File: src/rtl/mealy_pkg.sv
// Shared state definitions for the 4-state Mealy line code, used by both
// the encoder and the receive-side decoder.
package mealy_pkg;

  typedef enum logic [1:0] {
    S0 = 2'b00,
    S1 = 2'b01,
    S2 = 2'b10,
    S3 = 2'b11
  } mealy_state_t;

endpackage

File: src/rtl/mealy_bit_decoder.sv
// Tracks the encoder's 4-state machine and recovers each original data bit
// from the encoded op. The state advances only on step; resync wins over step.
module mealy_bit_decoder
  import mealy_pkg::*;
(
  input  logic       clk,
  input  logic       reset,
  input  logic       step,
  input  logic       resync,
  input  logic       code,
  output logic       data_bit,
  output logic [1:0] state
);

  mealy_state_t cur, nxt;

  always_ff @(posedge clk) begin
    if (reset) begin
      cur <= S0;
    end else begin
      cur <= nxt;
    end
  end

  // data_bit is the decode of the current code regardless of step.
  always_comb begin
    data_bit = 1'b0;
    nxt      = cur;
    case (cur)
      S0: begin
        data_bit = code;
        if (step) nxt = code ? S1 : S0;
      end
      S1: begin
        data_bit = code;
        if (step) nxt = code ? S1 : S2;
      end
      S2: begin
        data_bit = ~code;
        if (step) nxt = ~code ? S2 : S3;
      end
      S3: begin
        data_bit = code;
        if (step) nxt = code ? S0 : S3;
      end
      default: begin
        data_bit = 1'b0;
        nxt      = S0;
      end
    endcase
    if (resync) nxt = S0;
  end

  assign state = cur;

endmodule

File: src/rtl/mealy_decoder.sv
// Mealy line-code receiver: decodes the op stream and packs bits LSB first into
// WIDTH-bit words. Define MEALY_DEC_FLUSH_EN to add a flush port for partial words.
module mealy_decoder
  import mealy_pkg::*;
#(
  parameter int WIDTH = 8
) (
  input  logic             clk,
  input  logic             reset,
  input  logic             in_valid,
  input  logic             in_bit,
  output logic             in_ready,
  input  logic             resync,
`ifdef MEALY_DEC_FLUSH_EN
  input  logic             flush,
`endif
  output logic             out_valid,
  output logic [WIDTH-1:0] out_word,
  input  logic             out_ready,
  output logic [1:0]       dbg_state
);

  localparam int CW = $clog2(WIDTH);
  localparam logic [CW-1:0] LAST = CW'(WIDTH - 1);

  // Handshake: a bit moves when in_valid && in_ready; a word moves when
  // out_valid && out_ready. in_ready drops only while a word is stalled.
  logic [CW-1:0]    cnt;
  logic [WIDTH-1:0] shift;
  logic [WIDTH-1:0] word_next;
  logic             accept;
  logic             dec_bit;
  logic             flush_fire;
  logic             emit;

  assign in_ready = !out_valid || out_ready;
  assign accept   = in_valid && in_ready && !resync;

  mealy_bit_decoder u_tracker (
    .clk      (clk),
    .reset    (reset),
    .step     (accept),
    .resync   (resync),
    .code     (in_bit),
    .data_bit (dec_bit),
    .state    (dbg_state)
  );

`ifdef MEALY_DEC_FLUSH_EN
  assign flush_fire = flush && in_ready && !resync && (accept || cnt != '0);
`else
  assign flush_fire = 1'b0;
`endif

  always_comb begin
    word_next = shift;
    if (accept) word_next[cnt] = dec_bit;
  end

  assign emit = !resync && ((accept && cnt == LAST) || flush_fire);

  // shift is cleared after each word so a flushed word is zero above its last bit.
  always_ff @(posedge clk) begin
    if (reset) begin
      cnt       <= '0;
      shift     <= '0;
      out_valid <= 1'b0;
      out_word  <= '0;
    end else begin
      if (out_valid && out_ready) out_valid <= 1'b0;
      if (resync) begin
        cnt   <= '0;
        shift <= '0;
      end else if (emit) begin
        out_word  <= word_next;
        out_valid <= 1'b1;
        cnt       <= '0;
        shift     <= '0;
      end else if (accept) begin
        shift <= word_next;
        cnt   <= cnt + 1'b1;
      end
    end
  end

endmodule

File: config.mk
export PLATFORM = sky130hd
export DESIGN_NAME = mealy_decoder
export DESIGN_NICKNAME = d
export VERILOG_FILES = /design/src/rtl/mealy_pkg.sv /design/src/rtl/mealy_bit_decoder.sv /design/src/rtl/mealy_decoder.sv
export SDC_FILE = /design/constraint.sdc
export NUM_CORES = 1
export LEC_CHECK = 0
export BUFFER_PORTS_ARGS = -buffer_cell sky130_fd_sc_hd__buf_2
export CAP_MARGIN = 20
export CORE_MARGIN = 2
export CORE_UTILIZATION = 35
export DETAILED_ROUTE_END_ITERATION = 12
export PLACE_DENSITY = 0.6
export SLEW_MARGIN = 20
export SYNTH_ARGS = -nofsm -noshare
export SYNTH_HDL_FRONTEND = slang
export SYNTH_SLANG_ARGS = --single-unit
export TNS_END_PERCENT = 30
File: constraint.sdc
create_clock -name clk -period 1.9 [get_ports clk]
set_input_delay 0 -clock clk [delete_from_list [all_inputs] [get_ports clk]]
set_output_delay 0 -clock clk [all_outputs]
set_load 0.05 [all_outputs]
==> flow_summary.ini <==
[run_status]
status = complete, no violations

[pwr]
power.share.switching_pct = 21.0
power_frac_seq_pct = 52.3
power_frac_comb_pct = 7.6
p_per_area_nw_per_um2 = 677
p_leak_uw = 0.000500
ir_drop_v = 0.000309
clock_power_share_pct = 40.0
p_sw_uw = 187
internal_power_uw = 702

[clock_network]
clkTransAtPathRegs_ns = 0.13
cts_tree = built
root_buffer = clkbuf_4
cts_setup_buffers = 0
h-tree-depth = 1
cts_inserted_buffers = 3
clock_latency_ns = 0.32
cts_max_path_buffers = 2
cts.sinks = 22

[place]
gp_congestion = 0.810
post-dp-hpwl_mm = 1.51
port_buffers = 17
preCtsSetupSlack_ns = 0.359
place_area_um2 = 1230

[global_route]
grt_pass1_vias = 847
grt_antenna_before_repair = 0
grt_max_degree = 19
grt_pass1_wl_mm = 3.80
grt_remaining_overflow = 0
grt_usage_pct = 14.2

[logic_synthesis]
synth_area_leaders = dfxtp_1 (39%), a22o_1 (6.2%), a21oi_1 (4.9%)
synth.avg_cell_area_um2 = 10.2
ys_types = 34
ys_ff_latch = 22
synth_warnings = 0
synth_area_um2 = 1130
synth_cells = 110
yosys.area.top_type_share_pct = 39.1
ys_seq_area_share_pct = 39.1
yosys.area.top_type = dfxtp_1
synth_nets = 118

[job]
drv_cap = 0

[finish]
drive_gt1_share_pct = 31.8
nets = 141
fill_cells = 300
syn2layout_area_growth_pct = 16.5
final_common_cell = dfxtp_1
final_area_um2 = 1310
final_cell_mix = dfxtp_1 (21), buf_2 (17), nor2_1 (13), a21oi_1 (11), a22o_1 (8)
num_antenna_cells = 0

[timing]
period_minus_slack_ns = 1.61
relSlewSlack_pct = 63.3
fmax_mhz = 621
fin_crit_sh_pct = 84.7
fin_setup_tns_ns = 0
final-setup-viol-count = 0
final_hold_viol_count = 0
worst_pin_slew_ns = 0.550
rsz0062_at_grt = false
finalWorstSetupSlack_ns = 0.291
slew_viol_final = 0
skew_ns = 0.0157
whs_ns = 0.0395

[hold_path]
hold_depth = 4
hold_path_class = input port to register

[worst_setup_path]
required_ns = 2.17
endpoint_kind = register
path_max_fanout = 10
ff2ff_path_depth = 4
cp-start-kind = register
cp.arrival_ns = 1.88
crit_type = register to register

[die]
io_pins = 18
core_area_um2 = 3050
dieArea_um2 = 3690
die_height_um = 60.8
placementRows = 20
die_x_um = 60.8
initial_core_util_pct = 36.9

[route]
post_drt_wl_per_cell_um = 12.6
wirelength_mm = 2.21
vias = 888
antenna_left = 0
drt_iter0_markers = 39
remaining_drc_errors = 0
avgViaCountPerCell = 5.05
dr.pass1.iters = 4
[kinds of logic after synthesis]
group,count (synthesis),share of synthesized area [%]
AO/OA/AOI/OAI,34,20.9
XOR/XNOR,3,3.00
adder cells (fa/ha/maj),2,2.22
buffers and inverters,9,6.99
flip-flops,22,39.1
multiplexers,4,3.66
AND/OR/NAND/NOR,36,24.2
[routing by layer]
| metal | up-vias | wire [um] | GRT usage, % |
|---|---|---|---|
| li1 | 453 | - | - |
| met1 | 415 | 1020 | 15.7 |
| met2 | 16 | 1080 | 25.2 |
| met3 | 4 | 77 | 4.69 |
| met4 | 0 | 31 | 5.59 |
| met5 | - | 0 | 0 |
[critical path, cell delays in order (launching register included)]
cell and delay [ns]:
dfxtp_2 0.48, ha_1 0.27, nand3b_1 0.10, a21oi_1 0.16, dlygate4sd3_1 0.56
[synth_stat cells]
| cell | instances |
|---|---|
| xnor2_1 | 2 |
| nor2_8 | 1 |
| mux2_2 | 1 |
| nand2_1 | 4 |
| a32o_1 | 1 |
| ha_1 | 2 |
| nand3_1 | 1 |
| and2_2 | 1 |
| a21oi_1 | 11 |
| xor2_2 | 1 |
| a311oi_1 | 5 |
| nand2b_4 | 2 |
| nor3b_4 | 2 |
| and4_2 | 1 |
| buf_6 | 4 |
| a21oi_2 | 1 |
| nor3_1 | 2 |
| a31oi_1 | 2 |
| o21ai_0 | 4 |
| mux2i_1 | 3 |
| nand3b_1 | 3 |
| and3b_1 | 1 |
| inv_1 | 2 |
| nor3_2 | 2 |
| buf_4 | 1 |
| a22o_1 | 8 |
| nand3_2 | 1 |
| dfxtp_1 | 22 |
| nor2_1 | 13 |
| a211oi_1 | 2 |
| inv_2 | 1 |
| nor2b_4 | 1 |
| buf_8 | 1 |
| nor3_4 | 1 |
[area by class of cell]
| class | count | area, um^2 | share of cell area, % |
|---|---|---|---|
| Multi-Input combinational cell | 79 | 608 | 46.3 |
| Sequential cell | 22 | 442 | 33.6 |
| Timing Repair Buffer | 24 | 145 | 11.0 |
| Tap cell | 44 | 55.1 | 4.19 |
| Clock inverter | 1 | 30.0 | 2.29 |
| Clock buffer | 3 | 22.5 | 1.71 |
| Inverter | 3 | 11.3 | 0.857 |
[registers in the layout, indices dropped and copies added (netlist names), named ones only]
name and cells:
out_word 8, out_valid 1, shift 8, cnt 3, u_tracker.state 1
[per-stage QoR]
step                util, %  instances  total power, uW
finish                 43.0        176              889
global route           43.0        176              923
CTS                    43.0        176              898
detailed placement     40.3        169              540
global placement       40.3        169              538
floorplan                 -        110              524
[power by group through the flow]
stage / Sequential (uW) / Clock, uW / Combinational (uW)
6_report: 465 / 356 / 67.7
5_1_grt: 466 / 382 / 75.2
4_1_cts: 465 / 365 / 67.9
3_5_place_dp: 476 / 0 / 64.4
3_3_place_gp: 476 / 0 / 62.5
2_1_floorplan: 479 / 0 / 45.9
[final timing paths]
kind                    start          end  slack [ns]
setup / recovery       cnt[2]    out_valid        0.29
setup reg to reg       cnt[2]    out_valid        0.29
hold reg to reg   out_word[6]  out_word[6]        0.49
hold / removal         resync     register        0.04
[repair_timing]
item / 4_1_cts / 5_1_grt
endpoints found under the hold margin: 2 / 0
hold buffers: 3 / 0
resized for setup: 0 / 1
setup endpoints to repair: 0 / 1
Note: power is estimated with default switching activity, not from simulation.
